**src/rtl/dcache_resp_if.sv**
```systemverilog
// Purpose : bundles the ME request/response bus and the word-wide memory bus of dcache_resp.
// Latency : n/a (wiring only).
// Backpressure: memory commands are held until mem_req_ready; ME requests only sampled in FREE.
// Ports   : slave modport = cache view (takes ME requests, drives memory commands);
//           master modport = environment view (ME stage plus memory model).
interface dcache_resp_if;
    // ME stage side
    logic        req_valid;
    logic        req_we;
    logic [31:0] req_addr;
    logic [31:0] req_wdata;
    logic [3:0]  req_wstrb;
    logic        resp_valid;
    logic [31:0] resp_rdata;
    logic [5:0]  state;

    // memory side
    logic        mem_req_valid;
    logic        mem_req_ready;
    logic        mem_we;
    logic [31:0] mem_addr;
    logic [31:0] mem_wdata;
    logic [3:0]  mem_wstrb;
    logic        mem_rvalid;
    logic [31:0] mem_rdata;
    logic        mem_bvalid;

    modport slave (
        input  req_valid, req_we, req_addr, req_wdata, req_wstrb,
        output resp_valid, resp_rdata, state,
        output mem_req_valid, mem_we, mem_addr, mem_wdata, mem_wstrb,
        input  mem_req_ready, mem_rvalid, mem_rdata, mem_bvalid
    );

    modport master (
        output req_valid, req_we, req_addr, req_wdata, req_wstrb,
        input  resp_valid, resp_rdata, state,
        input  mem_req_valid, mem_we, mem_addr, mem_wdata, mem_wstrb,
        output mem_req_ready, mem_rvalid, mem_rdata, mem_bvalid
    );
endinterface

```
**src/rtl/dcache_resp.sv**
```systemverilog
// Purpose : direct-mapped, write-through, no-write-allocate data cache for the ME stage.
// Latency : load hit / zero-strobe store respond 1 cycle after accept; misses and stores wait on memory.
// Backpressure: ME may only issue while state == FREE; memory commands held stable until mem_req_ready.
// Ports   : clk, rst (sync, active-high); bus (dcache_resp_if.slave) carries the ME request/response
//           and memory command/refill/ack signals. Optional macro DCACHE_STATS_EN adds hit_cnt/miss_cnt.
module dcache_resp #(
    parameter int INDEX_BITS = 4,
    parameter int LINE_WORDS = 4
) (
    input  logic         clk,
    input  logic         rst,
    dcache_resp_if.slave bus
`ifdef DCACHE_STATS_EN
    ,
    output logic [31:0]  hit_cnt,
    output logic [31:0]  miss_cnt
`endif
);
    localparam int OFF_BITS = $clog2(LINE_WORDS);
    localparam int TAG_BITS = 30 - OFF_BITS - INDEX_BITS;
    localparam int LINES    = 1 << INDEX_BITS;
    localparam int WORDS    = LINES * LINE_WORDS;

    localparam logic [5:0] STATE_FREE    = 6'b000001;
    localparam logic [5:0] STATE_RD_REQ  = 6'b000010;
    localparam logic [5:0] STATE_RD_FILL = 6'b000100;
    localparam logic [5:0] STATE_RD_RESP = 6'b001000;
    localparam logic [5:0] STATE_WR_REQ  = 6'b010000;
    localparam logic [5:0] STATE_WR_WAIT = 6'b100000;

    localparam logic [OFF_BITS-1:0] LAST_BEAT = OFF_BITS'(LINE_WORDS - 1);

    logic [5:0] cur, nxt;

    // storage; data and tags carry no reset, only the valid bits do
    logic [31:0]         data_mem [WORDS];
    logic [TAG_BITS-1:0] tag_mem  [LINES];
    logic [LINES-1:0]    line_vld;

    // captured request (word address)
    logic [29:0]         cap_addr;
    logic [31:0]         cap_wdata;
    logic [3:0]          cap_wstrb;
    logic [OFF_BITS-1:0] cnt;
    logic [31:0]         fill_word;
    logic                pulse;
    logic [31:0]         pulse_dat;

    logic                unused_addr_bits;
    assign unused_addr_bits = ^bus.req_addr[1:0];

    // request decode
    logic [OFF_BITS-1:0]   req_off;
    logic [INDEX_BITS-1:0] req_idx;
    logic [TAG_BITS-1:0]   req_tag;
    logic                  req_hit;
    assign req_off = bus.req_addr[OFF_BITS+1:2];
    assign req_idx = bus.req_addr[OFF_BITS+INDEX_BITS+1:OFF_BITS+2];
    assign req_tag = bus.req_addr[31 -: TAG_BITS];
    assign req_hit = line_vld[req_idx] && (tag_mem[req_idx] == req_tag);

    logic accept, ld_hit, ld_miss, st_go, st_hit, st_nop;
    assign accept  = (cur == STATE_FREE) && bus.req_valid;
    assign ld_hit  = accept && !bus.req_we && req_hit;
    assign ld_miss = accept && !bus.req_we && !req_hit;
    assign st_go   = accept && bus.req_we && (bus.req_wstrb != 4'b0000);
    assign st_hit  = st_go && req_hit;
    assign st_nop  = accept && bus.req_we && (bus.req_wstrb == 4'b0000);

    logic [OFF_BITS-1:0]   cap_off;
    logic [INDEX_BITS-1:0] cap_idx;
    logic [TAG_BITS-1:0]   cap_tag;
    assign cap_off = cap_addr[OFF_BITS-1:0];
    assign cap_idx = cap_addr[OFF_BITS+INDEX_BITS-1:OFF_BITS];
    assign cap_tag = cap_addr[29 -: TAG_BITS];

    logic beat, fill_done, wr_done;
    assign beat      = (cur == STATE_RD_FILL) && bus.mem_rvalid;
    assign fill_done = beat && (cnt == LAST_BEAT);
    // a write ack counts while the command is offered or after it was taken
    assign wr_done   = ((cur == STATE_WR_REQ) && bus.mem_req_ready && bus.mem_bvalid) ||
                       ((cur == STATE_WR_WAIT) && bus.mem_bvalid);

    // state register
    always_ff @(posedge clk) begin
        if (rst) cur <= STATE_FREE;
        else     cur <= nxt;
    end

    // next-state logic
    always_comb begin
        nxt = cur;
        unique case (cur)
            STATE_FREE: begin
                if (ld_miss)    nxt = STATE_RD_REQ;
                else if (st_go) nxt = STATE_WR_REQ;
            end
            STATE_RD_REQ:  if (bus.mem_req_ready) nxt = STATE_RD_FILL;
            STATE_RD_FILL: if (fill_done) nxt = STATE_RD_RESP;
            STATE_RD_RESP: nxt = STATE_FREE;
            STATE_WR_REQ:  if (bus.mem_req_ready) nxt = bus.mem_bvalid ? STATE_FREE : STATE_WR_WAIT;
            STATE_WR_WAIT: if (bus.mem_bvalid) nxt = STATE_FREE;
            default:       nxt = STATE_FREE;
        endcase
    end

    // outputs; command fields come from captured registers so they stay put until accepted
    always_comb begin
        bus.state         = cur;
        bus.resp_valid    = (cur == STATE_RD_RESP) || pulse;
        bus.resp_rdata    = (cur == STATE_RD_RESP) ? fill_word : pulse_dat;
        bus.mem_req_valid = (cur == STATE_RD_REQ) || (cur == STATE_WR_REQ);
        bus.mem_we        = (cur == STATE_WR_REQ);
        bus.mem_addr      = 32'h0;
        bus.mem_wdata     = 32'h0;
        bus.mem_wstrb     = 4'h0;
        if (cur == STATE_RD_REQ) begin
            bus.mem_addr = {cap_addr[29:OFF_BITS], {(OFF_BITS+2){1'b0}}};
        end else if (cur == STATE_WR_REQ) begin
            bus.mem_addr  = {cap_addr, 2'b00};
            bus.mem_wdata = cap_wdata;
            bus.mem_wstrb = cap_wstrb;
        end
    end

    // control state
    always_ff @(posedge clk) begin
        if (rst) begin
            line_vld  <= '0;
            cap_addr  <= '0;
            cap_wdata <= '0;
            cap_wstrb <= '0;
            cnt       <= '0;
            fill_word <= '0;
            pulse     <= 1'b0;
            pulse_dat <= '0;
        end else begin
            pulse     <= ld_hit || st_nop || wr_done;
            pulse_dat <= ld_hit ? data_mem[{req_idx, req_off}] : 32'h0;
            if (accept) begin
                cap_addr  <= bus.req_addr[31:2];
                cap_wdata <= bus.req_wdata;
                cap_wstrb <= bus.req_wstrb;
            end
            if ((cur == STATE_RD_REQ) && bus.mem_req_ready) cnt <= '0;
            else if (beat)                                  cnt <= cnt + OFF_BITS'(1);
            // keep the requested beat itself so the response never reads stale array data
            if (beat && (cnt == cap_off)) fill_word <= bus.mem_rdata;
            if (fill_done) line_vld[cap_idx] <= 1'b1;
        end
    end

    // data and tag arrays
    always_ff @(posedge clk) begin
        if (!rst) begin
            if (st_hit) begin
                for (int b = 0; b < 4; b++) begin
                    if (bus.req_wstrb[b])
                        data_mem[{req_idx, req_off}][8*b +: 8] <= bus.req_wdata[8*b +: 8];
                end
            end
            if (beat)      data_mem[{cap_idx, cnt}] <= bus.mem_rdata;
            if (fill_done) tag_mem[cap_idx]         <= cap_tag;
        end
    end

`ifdef DCACHE_STATS_EN
    always_ff @(posedge clk) begin
        if (rst) begin
            hit_cnt  <= '0;
            miss_cnt <= '0;
        end else begin
            if (ld_hit || st_hit)                  hit_cnt  <= hit_cnt + 32'd1;
            if (ld_miss || (st_go && !req_hit))    miss_cnt <= miss_cnt + 32'd1;
        end
    end
`endif
endmodule

```
**src/flat_wrapper.sv**
```systemverilog
// flat-port wrapper written by rule: the top's interface ports become plain ports
module dcache_resp_flat 
#(
    parameter int INDEX_BITS = 4,
    parameter int LINE_WORDS = 4
)
  (clk, rst, bus_req_valid, bus_req_we, bus_req_addr, bus_req_wdata, bus_req_wstrb, bus_resp_valid, bus_resp_rdata, bus_state, bus_mem_req_valid, bus_mem_we, bus_mem_addr, bus_mem_wdata, bus_mem_wstrb, bus_mem_req_ready, bus_mem_rvalid, bus_mem_rdata, bus_mem_bvalid);
  dcache_resp_if bus_i ();
  input  logic clk;
  input  logic rst;
  input wire logic [$bits(bus_i.req_valid)-1:0] bus_req_valid;
  input wire logic [$bits(bus_i.req_we)-1:0] bus_req_we;
  input wire logic [$bits(bus_i.req_addr)-1:0] bus_req_addr;
  input wire logic [$bits(bus_i.req_wdata)-1:0] bus_req_wdata;
  input wire logic [$bits(bus_i.req_wstrb)-1:0] bus_req_wstrb;
  output wire logic [$bits(bus_i.resp_valid)-1:0] bus_resp_valid;
  output wire logic [$bits(bus_i.resp_rdata)-1:0] bus_resp_rdata;
  output wire logic [$bits(bus_i.state)-1:0] bus_state;
  output wire logic [$bits(bus_i.mem_req_valid)-1:0] bus_mem_req_valid;
  output wire logic [$bits(bus_i.mem_we)-1:0] bus_mem_we;
  output wire logic [$bits(bus_i.mem_addr)-1:0] bus_mem_addr;
  output wire logic [$bits(bus_i.mem_wdata)-1:0] bus_mem_wdata;
  output wire logic [$bits(bus_i.mem_wstrb)-1:0] bus_mem_wstrb;
  input wire logic [$bits(bus_i.mem_req_ready)-1:0] bus_mem_req_ready;
  input wire logic [$bits(bus_i.mem_rvalid)-1:0] bus_mem_rvalid;
  input wire logic [$bits(bus_i.mem_rdata)-1:0] bus_mem_rdata;
  input wire logic [$bits(bus_i.mem_bvalid)-1:0] bus_mem_bvalid;
  assign bus_i.req_valid = bus_req_valid;
  assign bus_i.req_we = bus_req_we;
  assign bus_i.req_addr = bus_req_addr;
  assign bus_i.req_wdata = bus_req_wdata;
  assign bus_i.req_wstrb = bus_req_wstrb;
  assign bus_resp_valid = bus_i.resp_valid;
  assign bus_resp_rdata = bus_i.resp_rdata;
  assign bus_state = bus_i.state;
  assign bus_mem_req_valid = bus_i.mem_req_valid;
  assign bus_mem_we = bus_i.mem_we;
  assign bus_mem_addr = bus_i.mem_addr;
  assign bus_mem_wdata = bus_i.mem_wdata;
  assign bus_mem_wstrb = bus_i.mem_wstrb;
  assign bus_i.mem_req_ready = bus_mem_req_ready;
  assign bus_i.mem_rvalid = bus_mem_rvalid;
  assign bus_i.mem_rdata = bus_mem_rdata;
  assign bus_i.mem_bvalid = bus_mem_bvalid;
  dcache_resp #(.INDEX_BITS(INDEX_BITS), .LINE_WORDS(LINE_WORDS)) u_core (.clk(clk), .rst(rst), .bus(bus_i));
endmodule
```
**config.mk**
```make
export PLATFORM = sky130hd
export DESIGN_NAME = dcache_resp_flat
export DESIGN_NICKNAME = d
export VERILOG_FILES = /design/src/rtl/dcache_resp_if.sv /design/src/rtl/dcache_resp.sv /design/src/flat_wrapper.sv
export SDC_FILE = /design/constraint.sdc
export NUM_CORES = 2
export LEC_CHECK = 0
export CAP_MARGIN = 20
export CORE_MARGIN = 2
export CORE_UTILIZATION = 35
export CTS_CLUSTER_DIAMETER = 60
export CTS_CLUSTER_SIZE = 20
export DETAILED_ROUTE_END_ITERATION = 12
export GPL_ROUTABILITY_DRIVEN = 1
export GPL_TIMING_DRIVEN = 0
export HOLD_SLACK_MARGIN = 0.06
export PLACE_DENSITY_LB_ADDON = 0.12
export SYNTH_ARGS = -nofsm -noshare
export SYNTH_HDL_FRONTEND = slang
export SYNTH_SLANG_ARGS = --single-unit
```
**constraint.sdc**
```tcl
create_clock -name clk -period 4.2 [get_ports clk]
set_input_delay 0.84 -clock clk [delete_from_list [all_inputs] [get_ports clk]]
set_output_delay 0.84 -clock clk [all_outputs]
set_load 0.005 [all_outputs]
```
After elaboration in Yosys (flattened, before gate mapping)
Memories as Yosys holds them, arrays and structs flattened. A register that Yosys moved wholly into a read port is not among the register bits.
Cells that the tools add are included.
- flip-flop bits (word level): 123
- memory bits (writable): 2432
- input port bits: 107
- output and inout port bits: 109
- word-level logic and storage cells: 104
- memories kept: 2
- memory list (memory ; words ; bits a word ; rd ports ; clocked after memory_dff ; wr ports ; line ; text):
    u_core.data_mem ; 64 ; 32 ; 1 ; 1 ; 1 ; dcache_resp.sv:36 ; logic [31:0] data_mem [WORDS];
    u_core.tag_mem ; 16 ; 24 ; 1 ; 0 ; 1 ; dcache_resp.sv:37 ; logic [TAG_BITS-1:0] tag_mem [LINES];
- add/subtract/negate cells: 1
- order comparisons: 3
- equal/unequal tests: 14
- multiplexer cells: 44
- bitwise logic cells: 2
- reduce and logical (&&, ||, !) cells: 30
- operator list (cell ; number):
    $mux 32 ; 6
    $mux 6 ; 8
    $reduce_or 32->1 ; 1
    $pmux 6 s5 ; 1
    $eq 24x24->1 ; 1
    $mux 1 ; 24
    $logic_and 1x1->1 ; 17
    $or 16x16->16 ; 1
    $mux 4 ; 3
    $lt 4x5->1 const B ; 2
    $eq 6x1->1 const B ; 1
    $eq 6x2->1 const B ; 1
    $eq 6x3->1 const B ; 1
    $eq 6x4->1 const B ; 1
    $eq 6x5->1 const B ; 1
    $eq 6x6->1 const B ; 1
    $logic_or 1x1->1 ; 5
    $reduce_and 5->1 ; 1
    $bmux 1 s4 ; 1
    $demux 1 s4 ; 1
    $ge 4x1->1 const B ; 1
    $logic_not 4->1 ; 1
    $ne 2x1->1 const B ; 2
    $ne 2x2->1 const B ; 2
    8 further kinds ; 10

Logic depth before layout (Yosys ltp)
- depth in word-level cells: 9
- mapped depth: 14
- mapped depth without buffers: 8

Worst setup path after synthesis
OpenSTA, ideal clock, no wires.
- path type: input port to flip-flop
- start: input port bus_req_addr[7]
- end: memory u_core.data_mem[32][0] (enable)
- setup time: 0.370 ns
- arrival: 4.167 ns
- required time: 3.830 ns
- setup slack: -0.338 ns
- stages: 11
- path buffers: 4
- path through: clkbuf_1 -> buf_2 -> buf_1 -> mux4_2 -> a221oi_1 -> xor2_1 -> nand4_1 -> nor4_4 -> a31oi_4 -> buf_2 -> nor2_1
- cells in the longest elaborated chain, start to end: 8
- elaborated cells on any way between the ends: 11
- those cells by class: eq/ne (1); mux (7); reduce/logical (2); memory (1)
- RTL lines (item ; line ; text):
    from (decl) ; flat_wrapper.sv:13 ; input wire logic [$bits(bus_i.req_addr)-1:0] bus_req_addr;
    $mem_v2 16x24 / $bmux 1 s4 (equally long branches) ; -- ;
    $eq 24x24->1 / $mux 1 (equally long branches) ; dcache_resp.sv:60 ; assign req_hit = line_vld[req_idx] && (tag_mem[req_idx] == req_tag);
    $logic_and 1x1->1 ; dcache_resp.sv:60 ;
    $logic_and 1x1->1 ; dcache_resp.sv:67 ; assign st_hit = st_go && req_hit;
    $mux 1 ; dcache_resp.sv:156 ; if (st_hit) begin
    $mux 1 ; dcache_resp.sv:155 ; if (!rst) begin
    $mux 1 (implied by the code) ; dcache_resp.sv:159 ; data_mem[{req_idx, req_off}][8*b +: 8] <= bus.req_wdata[8*b +: 8];
    $mux 4 (no source line) ; -- ;
    to (decl) ; dcache_resp.sv:36 ;
Parallel ways exist; a longest one is shown, timed or not. The select of a mux whose other input is x is not followed.

Final worst setup path
- start: input port bus_req_addr[5]
- end: memory u_core.data_mem[60][0] (enable)
Same word-level chain as after synthesis.

==> key figures <==
CTS
  • CTS H-tree lvls: 4
  • CTS tree: yes
  • Clk slew on worst S/H paths: 0.07 ns
  • Hold-fix buffers, CTS: 0
  • CTS sink cnt: 2587
  • Clk Latency, worst-skew pair: 0.95 ns
  • Total CTS buffers: 210
  • Longest Clk Path Bufs: 4
  • Clock root cell: clkbuf_16

Place
  • HPWL after DPL: 221000 um
  • Port bufs: 204
  • Placed insts: 8839
  • RePlAce Congestion: 0.819
  • DP Worst Slack: -3.37 ns

STA
  • Final Slew Violations: 0
  • Setup TNS Final: 0 ns
  • Worst Slack Setup Final: 0.0347 ns
  • RSZ-0062 raised after global routing: yes
  • Worst-Margin Slew: 1.12 ns
  • Tmin final: 4.17 ns
  • Max-Slew Margin vs Limit: 25.1%
  • Hold Fails Final Rpt: 0
  • Fmax: 240 MHz
  • Clk_skew: 0.0952 ns
  • # setup viols final: 0
  • Final worst-path cycle share: 99.2%

Worst hold path
  • Worst Hold End: u_core.cap_wdata[24]$_SDFFE_PP0P_
  • HP Class: reg -> reg
  • Hold Crit Start: u_core.cap_wdata[24]$_SDFFE_PP0P_
  • Hold path depth: 2

Worst setup path
  • RR Endpoint: u_core.data_mem[3][6]$_DFFE_PP_
  • CP required: 4.76 ns
  • Critical R2R Launch: u_core.bus.state[5]$_SDFFE_PP0P_
  • Crit path max fanout: 10
  • R2R Setup Slk: 0.15 ns
  • Element type at the critical path start: input port
  • Worst-case reg-to-reg path depth: 9
  • Worst setup path category: in -> reg
  • Data arrival, critical path: 4.72 ns
  • Setup crit end kind: flop
  • Critical path startpoint: bus_req_addr[5]

Yosys
  • Yosys top cell area share: 72.6%
  • EDFF count, synth: 2432
  • Ys flop type: edfxtp_1
  • Largest cells by area after synthesis: edfxtp_1 73%, mux4_2 17%, dfxtp_1 3.1%
  • Seq/Total Area, Yosys: 75.7%
  • Syn_area_per_cell: 21.0 um2
  • Gate Count Post-Synth: 4782
  • Synth Warn #: 0
  • Netlist cell types: 57
  • Synth area leader: edfxtp_1
  • Post-synthesis async set-or-reset flop share: 0%
  • #FFs+latches synth: 2587
  • Mapped Area: 101000 um2

Die
  • FP Rows: 196
  • Die ar.: 292000 um2
  • I/O Pins: 216
  • Core Footprint: 285000 um2
  • Die height: 540 um
  • Die W: 540 um
  • Starting Density: 35.2%

Power
  • Leakage power: 36.5 nW
  • VDD IR max: 351 uV
  • Total power: 52.8 mW
  • Power per cell area: 439 nW/um2

Detailed routing
  • DRC: 0
  • Post-Route WL: 306000 um
  • 1st-iter DRT viols: 5474
  • Drt pass-1 iters: 5
  • Routed via count: 50500
  • Via density: 5.43
  • WL/cell: 32.8 um
  • Remaining antenna violation count: 0

Job
  • Max-cap violations: 0

Finish
  • Reg area: 76100 um2
  • Non-Filler Instances: 9314
  • Area delta synth->final: 19.5%
  • Most frequent cells in the layout: 2432 x edfxtp_1, 760 x mux4_2, 263 x nor2_4, 263 x nand2_1, 213 x clkbuf_16
  • Nets: 5479
  • # fillers: 24900
  • Layout cells sized above 1: 32.2%
  • Multi-input gate area: 25600 um2
  • Most common cell after layout, fill and taps aside: edfxtp_1

GRT
  • Initial antenna violation count: 37
  • First-pass GRT wire length: 421000 um
  • Vias in the first global route: 50800
  • Largest net degree at the start of global routing: 65
  • Total Routing Usage GR: 20.7%
  • Gr ovfl total: 0

Outcome
  • Status: finished, final reports clean
layout make-up:
class	count	area share, %
plain buffers	275	1.14
multi-input cells	1898	21.3
repair buffers	376	4.26
well taps	3762	3.91
flip-flops and latches	2587	63.3
clock inverters	165	1.62
diodes	5	0.0104
inverters	23	0.0739
clock buffers	223	4.44
worst max path at each step:
stage,to,slack [ns],depth (start not counted)
3_3_place_gp,u_core.data_mem[8][20]$_DFFE_PP_,-3.83,9
5_1_grt,bus_mem_addr[17],-0.03,7
6_report,u_core.data_mem[60][0]$_DFFE_PP_,0.03,13
2_1_floorplan,u_core.data_mem[10][0]$_DFFE_PP_,-0.18,10
3_5_place_dp,u_core.data_mem[55][20]$_DFFE_PP_,-3.37,12
4_1_cts,u_core.pulse_dat[20]$_SDFF_PP0_,-0.06,8
report_power, final:
part | internal [mW] | switching, mW | total, mW
Clock | 10.7 | 10.4 | 21.2
Sequential | 28.2 | 0.127 | 28.4
Combinational | 1.22 | 2.02 | 3.23
Total | 40.2 | 12.6 | 52.8
through the flow:
stage | cell area (um2) | hold slack, ns | util (%)
2_1_floorplan | 101000 | 0.432 | -
3_3_place_gp | 108000 | 0.441 | 37.7
3_5_place_dp | 110000 | 0.444 | 38.4
4_1_cts | 120000 | 0.444 | 42.0
5_1_grt | 120000 | 0.469 | 42.1
6_report | 120000 | 0.453 | 42.1
state kept, by name (all words and copies together), names as in the netlist, 6 cells and up:
name / cells
u_core.data_mem: 2048
u_core.tag_mem: 384
u_core.cap_wdata: 32
u_core.fill_word: 32
u_core.pulse_dat: 32
u_core.cap_addr: 30
u_core.line_vld: 16
u_core.bus.state: 6
synth_stat cells, drive strengths merged (21+ instances only):
master and count:
a21oi 74, and2 74, buf 97, clkbuf 178, dfxtp 155, edfxtp 2432, inv 21, mux2 36
mux2i 86, mux4 760, nand2 313, nor2 333, nor2b 44
per-layer routing:
metal  global-route usage, %  wire (um)
met3                    3.37      18800
met1                    30.0     136000
met4                    4.28       6000
met2                    33.0     145000
met5                       0         23
repair_timing:
| item | in CTS | in global routing |
|---|---|---|
| buffers inserted | 63 | 9 |
| endpoints found under the setup margin | 2971 | 2675 |
| pin swaps | 68 | 8 |
| resized for setup | 493 | 35 |
| cloned | 0 | 0 |
kinds of logic (layout without fill, tap and decap cells):
logic type,after synthesis,in the layout,share of synthesized area (%)
simple gates,822,822,3.50
fa+ha+maj,1,1,0.0124
other cells,1,7,0.00373
buf+inv,298,1062,1.20
compound gates,158,158,1.06
xor+xnor,33,33,0.287
mux,882,882,18.3
flops,2587,2587,75.7
critical path, cell delays in order:
cell and delay (ns):
buf_2 0.15, buf_4 0.23, inv_1 0.11, buf_2 0.48, mux4_2 0.59, xnor2_1 0.39
nand4_1 0.31, nor4_4 0.39, buf_12 0.20, a31oi_4 0.10, buf_12 0.17, buf_2 0.32
nor2_4 0.35
Power figures use the tool's default switching activity.
